### config.mk
export PLATFORM = sky130hd
export DESIGN_NAME = polyvec_stream_reader
export DESIGN_NICKNAME = d
export VERILOG_FILES = /design/src/rtl/polyvec_stream_reader.sv
export SDC_FILE = /design/constraint.sdc
export NUM_CORES = 1
export LEC_CHECK = 0
export CAP_MARGIN = 20
export CORE_AREA = 2 2 234 236
export CTS_BUF_LIST = sky130_fd_sc_hd__clkbuf_2 sky130_fd_sc_hd__clkbuf_4 sky130_fd_sc_hd__clkbuf_8
export CTS_CLUSTER_DIAMETER = 50
export DETAILED_ROUTE_END_ITERATION = 16
export DIE_AREA = 0 0 236 238
export PLACE_DENSITY = 0.68
export SKIP_LAST_GASP = 1
export SLEW_MARGIN = 20
export SYNTH_ARGS = -nofsm -noshare
export SYNTH_HDL_FRONTEND = slang
export SYNTH_SLANG_ARGS = --single-unit
### constraint.sdc
create_clock -name clk -period 4.81 [get_ports clk]
set_clock_uncertainty 0.15 [all_clocks]
set_input_delay 0.962 -clock clk [delete_from_list [all_inputs] [get_ports clk]]
set_output_delay 0.962 -clock clk [all_outputs]
set_load 0.02 [all_outputs]
### src/rtl/polyvec_stream_reader.sv
// polyvec_stream_reader: read-side streamer for a polyvec in uram_polyvec storage.
// Issues a contiguous run of URAM reads and absorbs the fixed read latency.
// Returned words go through a small output FIFO and leave as a valid/ready stream.
// Optional feature macro: POLYVEC_RD_ABORT_EN adds the abort input and the FLUSH state.
//
// Handshake: a beat transfers on a rising edge where m_valid && m_ready.
// Once m_valid is raised, it and m_data hold until that transfer happens.
// The only exception is abort, which withdraws m_valid.
`timescale 1ns/1ps
module polyvec_stream_reader #(
    parameter int COE_WIDTH         = 35,
    parameter int ADDR_WIDTH        = 12,
    parameter int NUM_POLY          = 4,
    parameter int COMMON_URAM_DELAY = 1
) (
    input  logic                                   clk,
    input  logic                                   rst_n,
    input  logic                                   start,
    input  logic [ADDR_WIDTH-1:0]                  start_addr,
    input  logic [ADDR_WIDTH:0]                    num_words,
    output logic                                   mem_en,
    output logic                                   we,
    output logic [ADDR_WIDTH-1:0]                  addr,
    input  logic [NUM_POLY-1:0][COE_WIDTH-1:0]     mem_dout,
    output logic                                   m_valid,
    input  logic                                   m_ready,
    output logic [NUM_POLY-1:0][COE_WIDTH-1:0]     m_data,
    output logic                                   m_last,
    output logic                                   busy,
    output logic                                   done,
`ifdef POLYVEC_RD_ABORT_EN
    input  logic                                   abort,
`endif
    output logic [2:0]                             dbg_state
);
    // URAM read latency and the output FIFO depth.
    // A depth of L+2 lets one read issue every cycle while words are still in flight.
    localparam int L  = COMMON_URAM_DELAY + 1;
    localparam int D  = L + 2;
    localparam int PW = (D > 1) ? $clog2(D) : 1;
    localparam int CW = $clog2(D + 1);
    localparam int NW = ADDR_WIDTH + 1;

    typedef logic [NUM_POLY-1:0][COE_WIDTH-1:0] word_t;

    typedef enum logic [2:0] {
        ST_IDLE  = 3'd0,
        ST_RUN   = 3'd1,
        ST_DRAIN = 3'd2,
        ST_DONE  = 3'd3,
        ST_FLUSH = 3'd4
    } state_t;

    state_t                state_q, state_d;
    logic [ADDR_WIDTH-1:0] addr_q, addr_d;
    logic [NW-1:0]         rem_q, rem_d;
    logic [NW-1:0]         num_q, num_d;
    logic [NW-1:0]         beat_q, beat_d;
    logic [L-1:0]          vsr_q, vsr_d;
    logic [PW-1:0]         wr_ptr_q, wr_ptr_d;
    logic [PW-1:0]         rd_ptr_q, rd_ptr_d;
    logic [CW-1:0]         cnt_q, cnt_d;
    word_t                 fifo_mem_q [D];

    logic          abort_w;
    logic          abort_act;
    logic          issue;
    logic          push;
    logic          pop;
    logic [CW-1:0] inflight;
    logic [CW:0]   occ;

`ifdef POLYVEC_RD_ABORT_EN
    assign abort_w = abort;
`else
    assign abort_w = 1'b0;
`endif

    function automatic logic [PW-1:0] ptr_inc(input logic [PW-1:0] p);
        return (p == PW'(D - 1)) ? '0 : p + PW'(1);
    endfunction

    assign m_valid   = (cnt_q != '0);
    assign m_data    = fifo_mem_q[rd_ptr_q];
    assign m_last    = m_valid && (beat_q == num_q - NW'(1));
    assign mem_en    = issue;
    assign we        = 1'b0;
    assign addr      = addr_q;
    assign busy      = (state_q != ST_IDLE);
    assign done      = (state_q == ST_DONE);
    assign dbg_state = state_q;

    // Occupancy budget: a read issues only when every in-flight word is sure of a FIFO slot.
    always_comb begin
        inflight = '0;
        for (int i = 0; i < L; i++) begin
            inflight = inflight + CW'(vsr_q[i]);
        end
        occ       = {1'b0, inflight} + {1'b0, cnt_q};
        abort_act = abort_w && ((state_q == ST_RUN) || (state_q == ST_DRAIN));
        issue     = (state_q == ST_RUN) && (rem_q != '0) && (occ < (CW + 1)'(D)) && !abort_act;
        push      = vsr_q[L-1] && !abort_act && (state_q != ST_FLUSH);
        pop       = m_valid && m_ready;
        vsr_d     = (vsr_q << 1) | L'(issue);
    end

    // Next-state logic for the FSM and the read and beat counters.
    always_comb begin
        state_d = state_q;
        addr_d  = addr_q;
        rem_d   = rem_q;
        num_d   = num_q;
        beat_d  = beat_q;
        case (state_q)
            ST_IDLE: begin
                if (start) begin
                    addr_d  = start_addr;
                    rem_d   = num_words;
                    num_d   = num_words;
                    beat_d  = '0;
                    state_d = (num_words == '0) ? ST_DONE : ST_RUN;
                end
            end
            ST_RUN: begin
                if (abort_act) begin
                    state_d = ST_FLUSH;
                end else if (issue && (rem_q == NW'(1))) begin
                    state_d = ST_DRAIN;
                end
            end
            ST_DRAIN: begin
                if (abort_act) begin
                    state_d = ST_FLUSH;
                end else if (pop && m_last) begin
                    state_d = ST_DONE;
                end
            end
            ST_DONE:  state_d = ST_IDLE;
            ST_FLUSH: begin
                if (vsr_q == '0) begin
                    state_d = ST_IDLE;
                end
            end
            default:  state_d = ST_IDLE;
        endcase
        if (issue) begin
            addr_d = addr_q + ADDR_WIDTH'(1);
            rem_d  = rem_q - NW'(1);
        end
        if (pop) begin
            beat_d = beat_q + NW'(1);
        end
    end

    // FIFO pointer and count update; abort empties the FIFO in one step.
    always_comb begin
        wr_ptr_d = wr_ptr_q;
        rd_ptr_d = rd_ptr_q;
        cnt_d    = cnt_q;
        if (abort_act) begin
            wr_ptr_d = '0;
            rd_ptr_d = '0;
            cnt_d    = '0;
        end else begin
            if (push) wr_ptr_d = ptr_inc(wr_ptr_q);
            if (pop)  rd_ptr_d = ptr_inc(rd_ptr_q);
            cnt_d = cnt_q + CW'(push) - CW'(pop);
        end
    end

    // State and counter registers.
    // Clearing vsr_q on reset discards words still inside the URAM pipeline.
    always_ff @(posedge clk or negedge rst_n) begin
        if (!rst_n) begin
            state_q  <= ST_IDLE;
            addr_q   <= '0;
            rem_q    <= '0;
            num_q    <= '0;
            beat_q   <= '0;
            vsr_q    <= '0;
            wr_ptr_q <= '0;
            rd_ptr_q <= '0;
            cnt_q    <= '0;
        end else begin
            state_q  <= state_d;
            addr_q   <= addr_d;
            rem_q    <= rem_d;
            num_q    <= num_d;
            beat_q   <= beat_d;
            vsr_q    <= vsr_d;
            wr_ptr_q <= wr_ptr_d;
            rd_ptr_q <= rd_ptr_d;
            cnt_q    <= cnt_d;
        end
    end

    // FIFO storage; a returning word is written in its return cycle.
    always_ff @(posedge clk) begin
        if (push) begin
            fifo_mem_q[wr_ptr_q] <= mem_dout;
        end
    end

endmodule

==> run_results.csv, run 1 <==
group,metric,value,unit
cts,cts_hold_buffers,0,
timing,hold_viol_final,0,
logic_synthesis,async_reset_ff_frac,0.0997,
floorplanning,dieArea,56200,sq um
timing,max_slew_margin,0.477,
cts,clkLatencyLatePin,0.67,ns
global_routing,overflow,0,
drt,viasPerCell,5.33,
worst_setup_path,cp-end-kind,"primary output",
cts,cts.sinks,622,
cts,postCtsSetupBuffers,0,
cts,cts_tree,"done",
logic_synthesis,yosys_most_used_dff,"edfxtp_1",
logic_synthesis,seq_area_frac_synth,0.769,
logic_synthesis,synth_area_leaders,"edfxtp_1 70%, mux4_2 13%, dfrtp_1 6.5%",
power,switchingPower,5.72,mW
drt,wl_per_cell,21.9,microns
final_layout,num-fill-cells,3991,
cts,clkSlewWorstSetupHoldPaths,0.06,ns
cts,cts-htree-levels,3,
final_layout,postLayoutCellArea,30200,sq um
logic_synthesis,yosysUniqueCellTypes,60,
timing,worst_slew_pin_slew,0.785,ns
logic_synthesis,synth_edf_count,560,
power,power_density,590,nW/um^2
worst_setup_path,start_kind,"flip-flop",
power,p_seq_frac,0.401,
floorplanning,core,53500,sq um
drt,dr.first_iter.drc_count,758,
outcome,outcome,"finished, final reports clean",
floorplanning,num_rows,85,
global_routing,antenna_found_initial,3,
power,combPwrFrac,0.343,
power,power.share.clock,0.256,
drt,drt_pass1_iterations,5,
timing,fin_crit,4.62,ns
power,vdd_drop_max,0.000456,V
timing,max_freq,216,MHz
logic_synthesis,yosys-top-cells-count,"560 x edfxtp_1, 140 x mux4_2, 71 x nand2_1",
drt,drc,0,
worst_setup_path,path_max_fanout,6,
timing,tns,0,ns
floorplanning,fp.dieW,236,microns
floorplanning,start_util,0.447,
place,dp_hpwl,32100,microns
worst_setup_path,path_class,"flip-flop to primary output",
global_routing,grt_pass1_wl,78600,microns
final_layout,stdcell_count,2367,
logic_synthesis,synth_warnings,0,
logic_synthesis,syn_area_per_cell,20.3,sq um
place,placed_area,28100,sq um
place,gp_congestion,0.859,
timing,timing.final.crit_share,0.961,
final_layout,drive_gt1_frac,0.209,
worst_setup_path,required,3.70,ns
job,max-cap-violations,0,
logic_synthesis,synth.most_common_cell,"edfxtp_1",
cts,postCtsResizedCells,2,
cts,numCtsBuffers,103,
drt,wl,51800,microns
timing,setup_viol,0,
drt,postRouteAntennaNets,0,
final_layout,area_growth_syn_to_layout,26.5,%
power,switching_share,0.321,
logic_synthesis,yosys.area.top_type_share,0.704,
cts,root_buffer,"clkbuf_8",
global_routing,grt_pass1_vias,13000,
place,pre_cts_ws,0.534,ns
final_layout,nets,1772,
timing,drv_slew,0,
logic_synthesis,synthCells,1176,
power,internal-power,12.1,mW
global_routing,grt_usage,0.186,
timing,fin_ws,0.185,ns
cts,cts_max_path_buffers,3,
drt,vias,12600,
timing,rsz0062_at_grt,"no",
place,place_inst,2175,
logic_synthesis,synthesis.area,23900,sq um
worst_setup_path,arrival,3.51,ns
logic_synthesis,synth_area_leader_cell,"edfxtp_1",
floorplanning,die_y,238,microns
floorplanning,ioPinCount,330,
power,power.total,17.8,mW
min_path,hp-class,"input port to asynchronous set/reset pin",
place,port_buffers,327,
power,p_leak,10.2,nW
global_routing,grt_max_degree,83,
logic_synthesis,ys_seq_elements,622,
kinds of logic after synthesis:
kind of cell,share of synthesized area
buf+inv,0.0132
flops,0.769
compound gates,0.0319
xor+xnor,0.00550
mux,0.134
simple gates,0.0359
other cells,0.000157
fa+ha+maj,0.0103
flip-flops by register name, indices dropped and copies added (netlist names):
name        cells
fifo_mem_q    560
num_q          13
wr_ptr_q        2
cnt_q           3
vsr_q           2
rem_q          13
beat_q         13
rd_ptr_q        2
dbg_state       2
addr           12
worst paths after layout:
path	start	end	slack [ns]	cells after the start
hold reg to reg	vsr_q[0]	vsr_q[1]	0.25	0
max in group asynchronous	rst_n	rem_q[12]	3.37	2
min in group clk	vsr_q[0]	vsr_q[1]	0.25	0
setup reg to reg	num_q[0]	dbg_state[1]	1.51	8
setup / recovery	num_q[0]	m_last	0.19	8
hold / removal	rst_n	addr[4]	0.20	1
power groups by stage:
stage	Sequential [mW]	Clock, mW	Combinational [mW]
after global routing	7.25	4.95	6.52
after floorplan	7.11	0	3.69
after CTS	7.17	4.70	6.23
after global placement	7.23	0	6.19
after detailed placement	7.27	0	6.21
final	7.15	4.56	6.11
critical path: stages, from the launching register on:
cell and delay [ns]:
dfrtp_1 0.43, inv_1 0.10, ha_1 0.25, or4b_4 0.50
a222oi_1 0.32, o2111ai_1 0.16, or4_4 0.59, nor2_1 0.14
clkdlybuf4s15_1 0.36
metal layers:
layer	wire, microns	vias up	track usage
met5	27	-	0
met4	1030	4	0.0633
met3	3500	72	0.0471
met2	26000	428	0.305
met1	21300	6465	0.243
li1	-	5655	-
cells in the final DEF (no fill, tap or decap), drive strengths merged, types with 10 or more instances in the layout:
master / Yosys / routed
a21o: 10 / 10
a21oi: 18 / 18
buf: 22 / 26
clkbuf: 28 / 144
clkdlybuf4s50: 0 / 325
clkinv: 2 / 41
dfrtp: 62 / 62
edfxtp: 560 / 560
ha: 18 / 18
inv: 27 / 29
mux4: 140 / 140
nand2: 71 / 71
nand3: 19 / 19
nor2: 26 / 26
nor3: 14 / 14
nor4: 10 / 10
o21ai: 42 / 42
xor2: 11 / 11
through the flow:
stage                      util  hold slack, ns
after floorplan               -           0.210
after global placement    0.526           0.217
after detailed placement  0.526           0.216
after CTS                 0.565           0.128
after global routing      0.565           0.178
final                     0.565           0.197
layout make-up:
class | instances | area [sq um] | area share
clock inverter | 47 | 302 | 0.00998
inverter | 29 | 109 | 0.00360
multi-input combinational | 476 | 5230 | 0.173
tap | 696 | 871 | 0.0288
antenna | 1 | 2.50 | 0.0000828
sequential | 622 | 18400 | 0.608
timing repair buffer | 352 | 3570 | 0.118
clock buffer | 144 | 1770 | 0.0585
No activity file was read; power rests on OpenSTA's default activity.
==> run 2, diff against run 1 <==
--- a/config.mk
+++ b/config.mk
@@ -11,9 +11,9 @@
 export CTS_CLUSTER_DIAMETER = 50
 export DETAILED_ROUTE_END_ITERATION = 16
 export DIE_AREA = 0 0 236 238
-export PLACE_DENSITY = 0.68
+export PLACE_DENSITY = 0.65
 export SKIP_LAST_GASP = 1
-export SLEW_MARGIN = 20
+export SLEW_MARGIN = 30
 export SYNTH_ARGS = -nofsm -noshare
 export SYNTH_HDL_FRONTEND = slang
 export SYNTH_SLANG_ARGS = --single-unit
==> constraint.sdc (replaced) <==
create_clock -name clk -period 5.5 [get_ports clk]
set_clock_uncertainty 0.15 [all_clocks]
set_input_delay 1.1 -clock clk [delete_from_list [all_inputs] [get_ports clk]]
set_output_delay 1.1 -clock clk [all_outputs]
set_load 0.02 [all_outputs]
==> run_results.csv, run 2 (same netlist as run 1, synthesis figures left out) <==
group,metric,value,unit
global_routing,grt_max_degree,141,
final_layout,multi_input_area,5220,sq um
global_routing,grt_pass1_wl,77900,microns
job,max-cap-violations,0,
timing,worst_slew_pin_slew,0.930,ns
power,p_leak,10.1,nW
timing,tns,0,ns
drt,wl,50800,microns
final_layout,regMostFlops,"fifo_mem_q",
place,dp_hpwl,30000,microns
cts,cts_hold_buffers,0,
timing,whs,0.234,ns
drt,drt-met1-wl,21200,microns
floorplanning,num_rows,85,
timing,hold_viol_final,0,
worst_setup_path,required,4.25,ns
timing,rsz0062_at_grt,"no",
worst_setup_path,arrival,3.87,ns
drt,viasPerCell,5.35,
drt,top_layer,"met5",
worst_setup_path,r2r-start,"rem_q[0]",
place,place_inst,2164,
outcome,outcome,"finished, final reports clean",
final_layout,stdcell_count,2349,
cts,cts_tree,"done",
cts,postCtsResizedCells,0,
min_path,hold_start,"vsr_q[0]",
global_routing,grt_pass1_vias,13000,
drt,drc,0,
drt,wl_per_cell,21.6,microns
drt,wl_met2,25000,microns
min_path,hp-class,"flip-flop to flip-flop",
worst_setup_path,cp-end-kind,"primary output",
final_layout,ff_latch_area,18400,sq um
cts,postCtsSetupBuffers,0,
worst_setup_path,path_max_fanout,6,
final_layout,nets,1759,
cts,cts_max_path_buffers,3,
cts,numCtsBuffers,101,
final_layout,layout.cells.most_common_list,"560 x edfxtp_1, 326 x clkdlybuf4s50_1, 140 x mux4_2",
worst_setup_path,path_class,"flip-flop to primary output",
power,vdd_drop_max,0.000375,V
cts,clkSlewWorstSetupHoldPaths,0.06,ns
worst_setup_path,rrSetupSlack,1.94,ns
final_layout,area_growth_syn_to_layout,25.8,%
final_layout,final_common_cell,"edfxtp_1",
drt,drt_pass1_iterations,6,
drt,postRouteAntennaNets,0,
cts,root_buffer,"clkbuf_8",
global_routing,antenna_found_initial,6,
floorplanning,start_util,0.447,
worst_setup_path,reg2regPathDepth,9,
cts,cts.sinks,622,
global_routing,grt_usage,0.183,
timing,fin_crit,5.12,ns
final_layout,fin_util,0.562,
min_path,holdPathStages,0,
power,power_density,515,nW/um^2
drt,dr.first_iter.drc_count,628,
worst_setup_path,start_kind,"flip-flop",
cts,cts-htree-levels,3,
global_routing,overflow,0,
floorplanning,dieArea,56200,sq um
final_layout,num-fill-cells,4102,
cts,clkLatencyLatePin,0.68,ns
worst_setup_path,reg2reg_to,"rem_q[6]",
timing,max_freq,195,MHz
final_layout,largest_register_ffs,560,
min_path,hold-path-endpoint,"vsr_q[1]",
timing,timing.final.crit_share,0.932,
final_layout,drive_gt1_frac,0.199,
floorplanning,core,53500,sq um
place,port_buffers,327,
place,gp_congestion,0.872,
timing,drv_slew,0,
floorplanning,fp.dieW,236,microns
timing,max_slew_margin,0.380,
floorplanning,ioPinCount,330,
drt,route.met3.wl,3410,microns
floorplanning,die_y,238,microns
drt,vias,12600,
timing,setup_viol,0,
==> run 2: cell count changes in the layout (fill, tap and decap cells not counted), sizes merged <==
cell           change
clkinv             -3
clkdlybuf4s15      -1
clkdlybuf4s50      +1
clkbuf             -6
clkinvlp           -3
inv                +3
diode              +1
buf               -11
bufinv             +1
==> run 2: critical path, cell delays in order, from the launching register on <==
cell             delay (ns)
dfrtp_1                0.43
inv_1                  0.11
ha_1                   0.25
nor4b_1                0.73
nand3_1                0.20
xnor2_1                0.18
or4_4                  0.54
nor2_1                 0.15
clkdlybuf4s50_1        0.63
==> run 2: per-layer routing <==
layer,vias up,GRT usage
met1,6468,0.243
met5,-,0
met3,77,0.0496
li1,5626,-
met4,8,0.0647
met2,385,0.293
==> run 2: how the worst max path moves through the flow <==
stage | startpoint | cells past startpoint | end
2_1_floorplan | wr_ptr_q[0] | 3 | fifo_mem_q[0][0]
3_3_place_gp | num_q[0] | 8 | m_last
3_5_place_dp | num_q[0] | 8 | m_last
4_1_cts | num_q[0] | 8 | m_last
5_1_grt | rem_q[0] | 7 | mem_en
6_report | num_q[0] | 8 | m_last
==> run 2: layout make-up <==
| class | count | area share |
|---|---|---|
| diodes | 2 | 0.000167 |
| clock inverters | 45 | 0.0102 |
| repair buffers | 341 | 0.115 |
| multi-input cells | 476 | 0.174 |
| flip-flops and latches | 622 | 0.612 |
| well taps | 696 | 0.0290 |
| inverters | 29 | 0.00362 |
| clock buffers | 138 | 0.0565 |
==> run 2: through the flow <==
| stage | power (mW) | setup slack, ns | cell area [sq um] |
|---|---|---|---|
| after global placement | 11.7 | 1.21 | 28000 |
| after floorplan | 9.45 | 1.00 | 23900 |
| after global routing | 16.3 | 0.0429 | 30000 |
| after detailed placement | 11.7 | 1.12 | 28000 |
| after CTS | 15.7 | 0.342 | 30000 |
| final | 15.5 | 0.375 | 30000 |
==> run 2: where the power goes <==
part,total (mW),leakage (nW),internal [mW],switching (mW)
combinational,5.39,3.19,2.56,2.83
sequential,6.16,5.81,5.81,0.350
clock,3.92,1.07,2.15,1.77
total,15.5,10.1,10.5,4.94
